`src/rtl/mips_lite_pkg.sv`:
```
// Shared MIPS-Lite definitions: ALUOp and funct encodings, ALU slice
// result selects, and the bubble value of the EX-stage control bundle.
package mips_lite_pkg;

    // ALUOp encodings driven by the main decoder
    localparam logic [1:0] ALUOP_ADD   = 2'b00;
    localparam logic [1:0] ALUOP_SUB   = 2'b01;
    localparam logic [1:0] ALUOP_RTYPE = 2'b10;
    localparam logic [1:0] ALUOP_ORI   = 2'b11;

    // Supported R-type funct fields
    localparam logic [5:0] FUNCT_ADD = 6'h20;
    localparam logic [5:0] FUNCT_SUB = 6'h22;
    localparam logic [5:0] FUNCT_AND = 6'h24;
    localparam logic [5:0] FUNCT_OR  = 6'h25;
    localparam logic [5:0] FUNCT_SLT = 6'h2A;

    // Per-slice result select of the 32-slice ALU
    typedef enum logic [2:0] {
        CTRL_AND  = 3'b000,
        CTRL_OR   = 3'b001,
        CTRL_SUM  = 3'b010,
        CTRL_LESS = 3'b011
    } alu_ctrl_e;

    // Control bundle carried from ID into EX
    typedef struct packed {
        logic      valid;
        logic      regwrite;
        alu_ctrl_e ctrl;
        logic      binv;
    } ex_ctl_t;

    // Bubble: no instruction, no write, AND select, no inversion
    localparam ex_ctl_t EX_BUBBLE = '{valid: 1'b0, regwrite: 1'b0,
                                      ctrl: CTRL_AND, binv: 1'b0};

endpackage

```
`src/rtl/alu_ctrl_dec.sv`:
```
// ALU-control decoder: resolves ALUOp/funct into the slice result select,
// the B-invert (which doubles as the slice-0 carry-in) and an illegal flag.
// Purely combinational; also used by the single-cycle CPU.
module alu_ctrl_dec
    import mips_lite_pkg::*;
(
    input  logic [1:0] aluop,
    input  logic [5:0] funct,
    output logic [2:0] ctrl,
    output logic       binv,
    output logic       illegal
);

    // Decode ALUOp first; only R-type consults funct
    always_comb begin
        ctrl    = CTRL_SUM;
        binv    = 1'b0;
        illegal = 1'b0;
        case (aluop)
            ALUOP_ADD: begin
                ctrl = CTRL_SUM;
            end
            ALUOP_SUB: begin
                ctrl = CTRL_SUM;
                binv = 1'b1;
            end
            ALUOP_ORI: begin
                ctrl = CTRL_OR;
            end
            default: begin
                case (funct)
                    FUNCT_ADD: ctrl = CTRL_SUM;
                    FUNCT_SUB: begin
                        ctrl = CTRL_SUM;
                        binv = 1'b1;
                    end
                    FUNCT_AND: ctrl = CTRL_AND;
                    FUNCT_OR:  ctrl = CTRL_OR;
                    FUNCT_SLT: begin
                        // slt subtracts and selects the sign-derived less bit
                        ctrl = CTRL_LESS;
                        binv = 1'b1;
                    end
                    default: begin
                        // Unsupported funct: harmless add, write suppressed at top
                        ctrl    = CTRL_SUM;
                        illegal = 1'b1;
                    end
                endcase
            end
        endcase
    end

endmodule

```
`src/rtl/idex_alu_ctrl.sv`:
```
// ID/EX pipeline register with integrated ALU-control decode. Captures
// operands and control from ID, supports stall (hold) and flush (bubble),
// and keeps a sticky flag for unsupported R-type functs.
module idex_alu_ctrl
    import mips_lite_pkg::*;
#(
    parameter int DW = 32,
    parameter int RW = 5
) (
    input  logic          clk,
    input  logic          rst_n,
    input  logic          stall,
    input  logic          flush,
    input  logic          id_valid,
    input  logic [1:0]    id_aluop,
    input  logic [5:0]    id_funct,
    input  logic [DW-1:0] id_rs_data,
    input  logic [DW-1:0] id_rt_data,
    input  logic [15:0]   id_imm,
    input  logic          id_alusrc,
    input  logic [RW-1:0] id_rd,
    input  logic          id_regwrite,
    output logic          ex_valid,
    output logic [2:0]    ex_ctrl,
    output logic          ex_binv,
    output logic [DW-1:0] ex_opa,
    output logic [DW-1:0] ex_opb,
    output logic [RW-1:0] ex_rd,
    output logic          ex_regwrite,
    output logic          ex_illegal
);

    logic [2:0]    dec_ctrl;
    logic          dec_binv;
    logic          dec_illegal;
    logic [DW-1:0] imm_ext;
    logic [DW-1:0] opb_sel;
    ex_ctl_t       ctl_nxt;
    logic          load;

    ex_ctl_t       ctl_p1;
    logic [DW-1:0] opa_p1;
    logic [DW-1:0] opb_p1;
    logic [RW-1:0] rd_p1;
    logic          illegal_p1;

    alu_ctrl_dec u_dec (
        .aluop   (id_aluop),
        .funct   (id_funct),
        .ctrl    (dec_ctrl),
        .binv    (dec_binv),
        .illegal (dec_illegal)
    );

    // Immediate extension (ori zero-extends, all others sign-extend) and B mux
    always_comb begin
        if (id_aluop == ALUOP_ORI) begin
            imm_ext = {{(DW-16){1'b0}}, id_imm};
        end else begin
            imm_ext = {{(DW-16){id_imm[15]}}, id_imm};
        end
        opb_sel = id_alusrc ? imm_ext : id_rt_data;
    end

    // Assemble the control bundle to be loaded on an unstalled edge
    always_comb begin
        ctl_nxt          = EX_BUBBLE;
        ctl_nxt.valid    = id_valid;
        ctl_nxt.regwrite = id_regwrite & id_valid & ~dec_illegal;
        ctl_nxt.ctrl     = alu_ctrl_e'(dec_ctrl);
        ctl_nxt.binv     = dec_binv;
        load             = ~flush & ~stall;
    end

    // ---- ID -> EX boundary ----
    // Pipeline register: flush beats stall, stall holds, else capture ID
    always_ff @(posedge clk or negedge rst_n) begin
        if (!rst_n) begin
            ctl_p1 <= EX_BUBBLE;
            opa_p1 <= '0;
            opb_p1 <= '0;
            rd_p1  <= '0;
        end else if (flush) begin
            ctl_p1 <= EX_BUBBLE;
            opa_p1 <= '0;
            opb_p1 <= '0;
            rd_p1  <= '0;
        end else if (!stall) begin
            ctl_p1 <= ctl_nxt;
            opa_p1 <= id_rs_data;
            opb_p1 <= opb_sel;
            rd_p1  <= id_rd;
        end
    end

    // Sticky illegal flag: set when a valid unsupported funct is loaded
    always_ff @(posedge clk or negedge rst_n) begin
        if (!rst_n) begin
            illegal_p1 <= 1'b0;
        end else if (load && id_valid && dec_illegal) begin
            illegal_p1 <= 1'b1;
        end
    end

    assign ex_valid    = ctl_p1.valid;
    assign ex_regwrite = ctl_p1.regwrite;
    assign ex_ctrl     = ctl_p1.ctrl;
    assign ex_binv     = ctl_p1.binv;
    assign ex_opa      = opa_p1;
    assign ex_opb      = opb_p1;
    assign ex_rd       = rd_p1;
    assign ex_illegal  = illegal_p1;

endmodule

```
`config.mk`:
```
export PLATFORM = sky130hd
export DESIGN_NAME = idex_alu_ctrl
export DESIGN_NICKNAME = d
export VERILOG_FILES = /design/src/rtl/mips_lite_pkg.sv /design/src/rtl/alu_ctrl_dec.sv /design/src/rtl/idex_alu_ctrl.sv
export SDC_FILE = /design/constraint.sdc
export NUM_CORES = 1
export LEC_CHECK = 0
export CAP_MARGIN = 10
export CELL_PAD_IN_SITES_DETAIL_PLACEMENT = 0
export CELL_PAD_IN_SITES_GLOBAL_PLACEMENT = 1
export CORE_MARGIN = 5
export CORE_UTILIZATION = 33
export CTS_CLUSTER_DIAMETER = 150
export DETAILED_ROUTE_END_ITERATION = 6
export HOLD_SLACK_MARGIN = 0.03
export PLACE_DENSITY = 0.9
export SLEW_MARGIN = 5
export SYNTH_ARGS = -nofsm -noshare
export SYNTH_HDL_FRONTEND = slang
export SYNTH_SLANG_ARGS = --single-unit
```
`constraint.sdc`:
```
create_clock -name clk -period 1.3 [get_ports clk]
set_input_delay 0.26 -clock clk [delete_from_list [all_inputs] [get_ports clk]]
set_output_delay 0.26 -clock clk [all_outputs]
set_load 0.02 [all_outputs]
```
; ---- After elaboration in Yosys (flattened, before gate mapping)
; Cells that the tools add are included.
[op_classes]
n_mux = 16
bitwise_logic = 6
reduce_logical = 8
eq_ne = 8
[ops]
columns = cell, n
row1 = 2-to-1 mux 32 bit, 6
row2 = "equality test 6 bit, second input constant", 5
row3 = 2-to-1 mux 6 bit, 2
row4 = 2-to-1 mux 5 bit, 2
row5 = case mux 2 bit (3 select lines), 1
row6 = case mux 3 bit (2 select lines), 1
row7 = OR reduction 2 bit, 3
row8 = OR reduction 5 bit, 1
row9 = bitwise AND 1 bit, 3
row10 = 2-to-1 mux 1 bit, 3
row11 = NOT 1 bit, 3
row12 = OR reduction 3 bit, 1
row13 = "equality test 2 x 1 -> 1 bit, second input constant", 1
row14 = "equality test 2 bit, second input constant", 1
row15 = logical AND 1 bit, 2
row16 = logical NOT 2 bit, 1
row17 = "!= test 2 x 1 -> 1 bit, second input constant", 1
row18 = case mux 1 bit (2 select lines), 1
[totals]
input_bits = 100
word_cells = 46
reg_bits = 76
output_inout_bits = 76

; ---- Depth between registers and ports, before layout
; Gate-level depths: netlist of run 1.
[logic_depth]
ltp_word = 8
depth_mapped = 6
ltp_nobuf = 3

; ---- Hierarchy
; Synthesis of run 1 repeated with hierarchy kept, for this count alone.
[unflattened]
cells_unflattened = 310
hier_area_um2 = 3565.9
[by_module_without_submodules]
columns = mod, instances, seq_area_each_um2, area_each_um2, cells_each
row1 = idex_alu_ctrl, 1, 1901.8, 3457.1, 291
row2 = alu_ctrl_dec, 1, 0.0, 108.9, 19

; ---- Worst setup path before layout of run 1
; Ideal clock, no wire load.
[synth_timing]
path_type = input port to flip-flop
from = input port id_alusrc
to = register opb_p1[10] (netlist: ex_opb[10])
n_path_buf = 2
t_required_ns = 1.179
setup_ns = 0.121
path_slack_ns = 0.262
cell_stages = 5
t_arrival_ns = 0.917
cell_sequence = buf_6 -> buf_12 -> mux2_4 -> nand2_2 -> a21oi_2
[synth_between]
elab_chain_cells = 3
[synth_lines]
columns = item, line_no
row1 = "start, declared", idex_alu_ctrl.sv:20  ; input logic id_alusrc,
row2 = 2-to-1 mux 32 bit, idex_alu_ctrl.sv:62  ; opb_sel = id_alusrc ? imm_ext : id_rt_data;
row3 = 2-to-1 mux 32 bit, idex_alu_ctrl.sv:88  ; end else if (!stall) begin
row4 = 2-to-1 mux 32 bit, idex_alu_ctrl.sv:83  ; end else if (flush) begin
row5 = "end signal, assigned", idex_alu_ctrl.sv:91  ; opb_p1 <= opb_sel;
row6 = "end, declared", idex_alu_ctrl.sv:43  ; logic [DW-1:0] opb_p1;
; No other way between the ends. The select of a mux whose other input is x is not followed.
; A chain may end at the register's enable or synchronous reset.

; ---- Worst setup path after layout of run 1
[layout_timing]
from = register opa_p1[31] (netlist: ex_opa[31])
to = output port ex_opa[31]
[layout_rtl]
columns = item, line_no
row1 = "start, declared", idex_alu_ctrl.sv:42  ; logic [DW-1:0] opa_p1;
row2 = "start signal, assigned", idex_alu_ctrl.sv:90  ; opa_p1 <= id_rs_data;
row3 = "end, declared", idex_alu_ctrl.sv:26  ; output logic [DW-1:0] ex_opa,
; No word-level cell between the ends.

==> results of run 1 <==
## what timing repair did
item / in CTS / in global routing
resized for setup: 197 / 31
endpoints found under the setup margin: 86 / 34
hold endpoints to repair: 75 / 0
setup buffers: 1 / 0
pin swaps: 1 / 0
hold buffers: 1 / 0
## cells by family after synthesis
group                  count (synthesis)  share of synthesized area
DFF                                   75                      0.523
AOI/OAI and AO/OA                     44                     0.0952
other                                  1                    0.00105
and+or+nand+nor                      115                      0.140
muxes                                 55                      0.173
buffers and inverters                 26                     0.0677
## stage by stage
stage          area (um2)   util
5_1_grt              5620  0.523
3_3_place_gp         5460  0.508
4_1_cts              5780  0.538
2_1_floorplan        3590      -
6_report             5620  0.523
3_5_place_dp         5460  0.508
## worst paths after layout
kind / end / slack (ns) / startpoint
worst max-delay path: ex_opa[31] / 0.03 / ex_opa[31]
worst min-delay path: ex_ctrl[0] / 0.32 / flush
worst max register to register: ex_ctrl[0] / 0.39 / ex_ctrl[0]
worst min register to register: ex_opb[28] / 0.48 / ex_opb[28]
max in group asynchronous: ex_opa[24] / 0.39 / rst_n
min in group asynchronous: ex_opb[12] / 0.41 / rst_n
## cells in the mapped netlist (5+ instances only)
| master | number |
|---|---|
| o21ai_0 | 7 |
| a21oi_1 | 7 |
| mux2_4 | 13 |
| o21ai_2 | 10 |
| nand2_1 | 40 |
| a21oi_2 | 10 |
| dfrtp_1 | 75 |
| nor2_1 | 56 |
| nand2_2 | 10 |
| buf_4 | 9 |
| mux2i_1 | 39 |
| buf_6 | 5 |
## final cells by class
class / instances / area share
clock inverters: 5 / 0.0151
inverters: 4 / 0.00267
flip-flops and latches: 75 / 0.334
well taps: 140 / 0.0312
repair buffers: 193 / 0.330
clock buffers: 11 / 0.0252
multi-input cells: 215 / 0.262
## metal layers
| layer | GRT usage | routed length (um) | part of all wire |
|---|---|---|---|
| met1 | 0.197 | 4260 | 0.43 |
| met5 | 0 | 0 | 0 |
| met2 | 0.248 | 4800 | 0.49 |
| met4 | 0.0459 | 122 | 0.012 |
| met3 | 0.0354 | 676 | 0.069 |
## sequential cells by signal (all words and copies together) (netlist names)
name / count
ex_opa: 32
ex_valid: 1
ex_illegal: 1
ex_opb: 32
ex_binv: 1
ex_rd: 5
ex_regwrite: 1
ex_ctrl: 2
## power by group
part           total (mW)  switching, mW  internal (mW)
combinational        1.28          0.612          0.669
sequential           2.55         0.0786           2.47
clock                2.02          0.876           1.14
==> impl_metrics.csv, run 1 <==
group,metric,value,unit
clocking,cts_buffer_depth,2,
grt,antenna_found_initial,0,
sta,finalWorstSetupSlack,0.0266,ns
floorplan,die_height,114,um
floorplan,design.core.area,10700,um2
floorplan,start_util,0.334,
power,power.total,5.85,mW
route,wire_per_inst,15.3,um
hold_path,hold_depth,4,
clocking,path_clk_slew,0.09,ns
layout,multi_input_area,1470,um2
clocking,clock-sinks,75,
sta,fin_skew,0,ns
route,drtIter0Drc,109,
power,power_density,1040,nW/um2
yosys,yosysTopAreaCell,"dfrtp_1",
clocking,htreeDepth,3,
yosys,yosysWarnings,0,
placed_design,place_ws,-0.476,ns
sta,hold_violations,0,
grt,grt_first_pass_wirelength,15.6,mm
run,maxCapViolCount,0,
setup_path,worstPathCellList,"clkdlybuf4s15_1",
placed_design,gp_congestion,0.782,
grt,grt_overflow,0,
floorplan,die_area,13100,um2
sta,final.period_utilization,0.980,
layout,final_cell_mix,"clkdlybuf4s50_1 (95), dfrtp_1 (75), nor2_1 (56)",
layout,drive_gt1_frac,0.320,
clocking,cts_inserted_buffers,9,
setup_path,critPathCaptureType,"output pin",
yosys,syn_nets,416,
layout,seqCellArea,1880,um2
status,outcome,"complete, no violations",
grt,grtUsageTotal,0.151,
sta,timing.hold.ws,0.317,ns
hold_path,worstHoldPathType,"in2reg",
route,vias,2902,
yosys,synthTopCellsByArea,"dfrtp_1 (52%), mux2i_1 (11%), nor2_1 (5.9%), mux2_4 (5.4%), nand2_1 (4.2%)",
setup_path,start_kind,"flip-flop",
yosys,ys_seq_area_frac,0.523,
sta,finalSetupTns,0,ns
route,routed_wl,9.85,mm
yosys,syn_inst,316,
sta,fmax,785,MHz
setup_path,max_stage_delay,0.38,ns
layout,final_common_cell,"clkdlybuf4s50_1",
setup_path,path_delay_family,"flip-flops",
setup_path,critical_path_class,"reg2out",
yosys,synth_top_cell_area_share,0.523,
layout,fill_cells,994,
route,ant_nets,0,
placed_design,dp_cells,625,
sta,drv_slew,0,
route,vias_per_cell,4.51,
layout,area_delta_synth_final,56.7,%
layout,fin_nets,598,
yosys,synth_edf_count,0,
floorplan,rows,38,
floorplan,io_pins,176,
yosys,synth_area_per_cell,11.4,um2
yosys,synth_ff_type,"dfrtp_1",
placed_design,dp_hpwl,7.67,mm
yosys,ys_types,36,
setup_path,cp_slowest_cell,"dfrtp_1",
setup_path,crit_buf_inv,1,
yosys,ys_ff_latch,75,
placed_design,port_buffers,174,
setup_path,worstPathMaxFanout,2,
route,drc,0,
grt,grt_max_degree,41,
layout,final_cell_count_no_fill,643,
setup_path,worstRegToRegCells,3,
route,dr.pass1.iters,4,
power,p_leak,2.60,nW
sta,grt_setup_unrepaired,"false",
clocking,cts_tree,"done",
power,peakVddDrop,0.000502,V
setup_path,arrival,1.01,ns
setup_path,critPathRequiredTime,1.04,ns
clocking,clockRootBuffer,"clkbuf_8",
yosys,netlist_area,3590,um2
setup_path,worst-path-stages,1,
grt,grt_pass1_vias,3114,
floorplan,die_w,114,um
sta,setup_viol,0,
sta,post-route-min-period,1.27,ns
layout,diodes,0,
yosys,async_flop_share,1.00,
clocking,clk_latency,0.34,ns
(Power assumes the default switching activity.)
==> run 2, diff against run 1 <==
- SYNTH_HIERARCHICAL: not set -> 1
==> impl_metrics.csv, run 2 <==
group,metric,value,unit
status,outcome,"complete, no violations",
yosys,yosysTopAreaCell,"dfrtp_1",
sta,drv_slew,0,
route,ant_nets,0,
clocking,clk_latency,0.33,ns
setup_path,critical_path_class,"reg2out",
layout,diodes,0,
yosys,synth_ff_type,"dfrtp_1",
grt,grt_pass1_vias,3273,
floorplan,io_pins,176,
grt,grt_overflow,0,
layout,fill_cells,956,
floorplan,start_util,0.333,
yosys,yosysWarnings,6,
setup_path,path_delay_family,"flip-flops",
layout,drive_gt1_frac,0.252,
placed_design,dp_hpwl,7.69,mm
sta,worst-slew-pin-transition,0.526,ns
grt,grt_use_met3,0.0488,
setup_path,worstRegToRegCells,2,
clocking,clockRootBuffer,"clkbuf_8",
sta,maxSlewHeadroom,0.649,
yosys,synth_top_cell_area_share,0.533,
route,drtIter0Drc,132,
run,maxCapViolCount,0,
power,seqPwrFrac,0.427,
yosys,synthTopCellsByArea,"dfrtp_1 (53%), mux2i_1 (17%), nor2_1 (4.7%), o221ai_2 (4.2%), a211oi_1 (3.4%)",
sta,timing.hold.ws,0.338,ns
floorplan,die_area,13000,um2
sta,finalWorstSetupSlack,0.0456,ns
setup_path,start_kind,"flip-flop",
hold_path,min_to,"ex_opb[3]",
power,peakVddDrop,0.000581,V
placed_design,port_buffers,175,
yosys,synth_edf_count,0,
power,internal_power,4.53,mW
hold_path,worstHoldPathType,"in2reg",
clocking,path_clk_slew,0.08,ns
sta,final.period_utilization,0.965,
yosys,ys_types,30,
grt,grtUsageMet2,0.267,
placed_design,gp_congestion,0.785,
yosys,netlist_area,3570,um2
setup_path,critPathRequiredTime,1.04,ns
yosys,syn_inst,310,
sta,setup_viol,0,
layout,final_common_cell,"clkdlybuf4s50_1",
layout,area_delta_synth_final,57.8,%
route,drc,0,
layout,final_cell_mix,"clkdlybuf4s50_1 (96), dfrtp_1 (76), mux2i_1 (59)",
setup_path,worstPathMaxFanout,2,
grt,top_usage_layer,"met2",
hold_path,hold_depth,3,
clocking,cts_inserted_buffers,9,
yosys,synthTopCellsByCount,"dfrtp_1 (76), mux2i_1 (59), nor2_1 (45)",
clocking,htreeDepth,3,
route,wire_per_inst,16.3,um
setup_path,r2r_slack,0.56,ns
placed_design,place_ws,-0.292,ns
route,vias,3025,
power,pwr-share-clk,0.367,
grt,grt_max_degree,45,
yosys,synth_area_per_cell,11.5,um2
clocking,cts_tree,"done",
yosys,yosysMostFrequentCell,"dfrtp_1",
setup_path,critPathCaptureType,"output pin",
layout,fin_nets,587,
grt,grtUsageTotal,0.157,
route,dr.pass1.iters,4,
power,p_sw,1.54,mW
floorplan,rows,38,
route,vias_per_cell,4.79,
grt,grtUsageMet1,0.196,
setup_path,worstPathCellList,"clkdlybuf4s15_2",
setup_path,worstSetupStartpoint,"ex_opb[24]",
yosys,ys_seq_area_frac,0.533,
sta,fin_skew,0,ns
setup_path,arrival,0.99,ns
placed_design,dp_cells,615,
power,p_sw_frac,0.254,
setup_path,max_stage_delay,0.40,ns
setup_path,cp_slowest_cell,"dfrtp_1",
power,p_leak,2.67,nW
power,power.total,6.08,mW
setup_path,crit_buf_inv,1,
yosys,ys_ff_latch,76,
setup_path,rr_startpoint,"ex_opb[8]",
sta,finalSetupTns,0,ns
sta,grt_setup_unrepaired,"false",
yosys,async_flop_share,1.00,
grt,antenna_found_initial,0,
floorplan,design.core.area,10700,um2
power,power_frac_comb,0.206,
clocking,post-cts-setup-buffer-count,0,
hold_path,hp-start,"stall",
clocking,cts_buffer_depth,2,
power,power_density,1080,nW/um2
floorplan,die_height,114,um
sta,hold_violations,0,
floorplan,die_w,114,um
route,routed_wl,10.3,mm
sta,post-route-min-period,1.25,ns
clocking,clock-sinks,76,
yosys,syn_nets,410,
layout,final_cell_count_no_fill,632,
grt,grt_first_pass_wirelength,16.5,mm
setup_path,r2r-end,"ex_opb[8]",
sta,fmax,797,MHz
## run 2: final cells by class
class | count | area (um2) | share of cell area
clock buffers | 12 | 155 | 0.0276
clock inverters | 4 | 95.1 | 0.0169
inverters | 18 | 67.6 | 0.0120
multi-input cells | 189 | 1440 | 0.256
flip-flops and latches | 76 | 1900 | 0.338
well taps | 140 | 175 | 0.0311
repair buffers | 193 | 1790 | 0.318
## run 2: routing by layer
metal  part of all wire  up-vias
met2               0.50      110
met4             0.0078        0
met5                  0        -
li1                   -     1421
met1               0.41     1486
met3              0.077        8
## run 2: metrics by stage
stage	cell area (um2)	util
finish	5630	0.526
global route	5630	0.526
CTS	5850	0.547
detailed placement	5540	0.518
global placement	5540	0.518
floorplan	3570	-
## run 2: what timing repair did
item	in CTS	in global routing
hold endpoints to repair	22	0
pin swaps	0	0
endpoints found under the setup margin	76	44
gates resized for setup	196	44
hold buffers	1	0
## run 2: logic make-up (layout without fill, tap and decap cells)
group	count (synthesis)	in the layout	share of synthesized area
buffers and inverters	45	227	0.0642
DFF	76	76	0.533
AOI/OAI and AO/OA	40	40	0.105
other	1	1	0.00105
muxes	59	59	0.166
and+or+nand+nor	89	89	0.131
## run 2: worst max path at each step
stage,depth (start not counted),to,slack (ns)
3_5_place_dp,4,ex_opb[16],-0.29
5_1_grt,1,ex_opb[1],0.0004
2_1_floorplan,5,ex_opb[21],0.08
3_3_place_gp,4,ex_opb[17],-0.26
6_report,1,ex_opb[24],0.05
4_1_cts,1,ex_opa[3],0.0003
## run 2: power by group through the flow
| stage | Sequential, mW | Clock, mW | Combinational, mW |
|---|---|---|---|
| after floorplan | 2.81 | 0 | 0.392 |
| after global placement | 2.63 | 0 | 1.35 |
| after detailed placement | 2.64 | 0 | 1.37 |
| after CTS | 2.60 | 2.30 | 1.32 |
| after global routing | 2.61 | 2.41 | 1.35 |
| final | 2.59 | 2.23 | 1.25 |
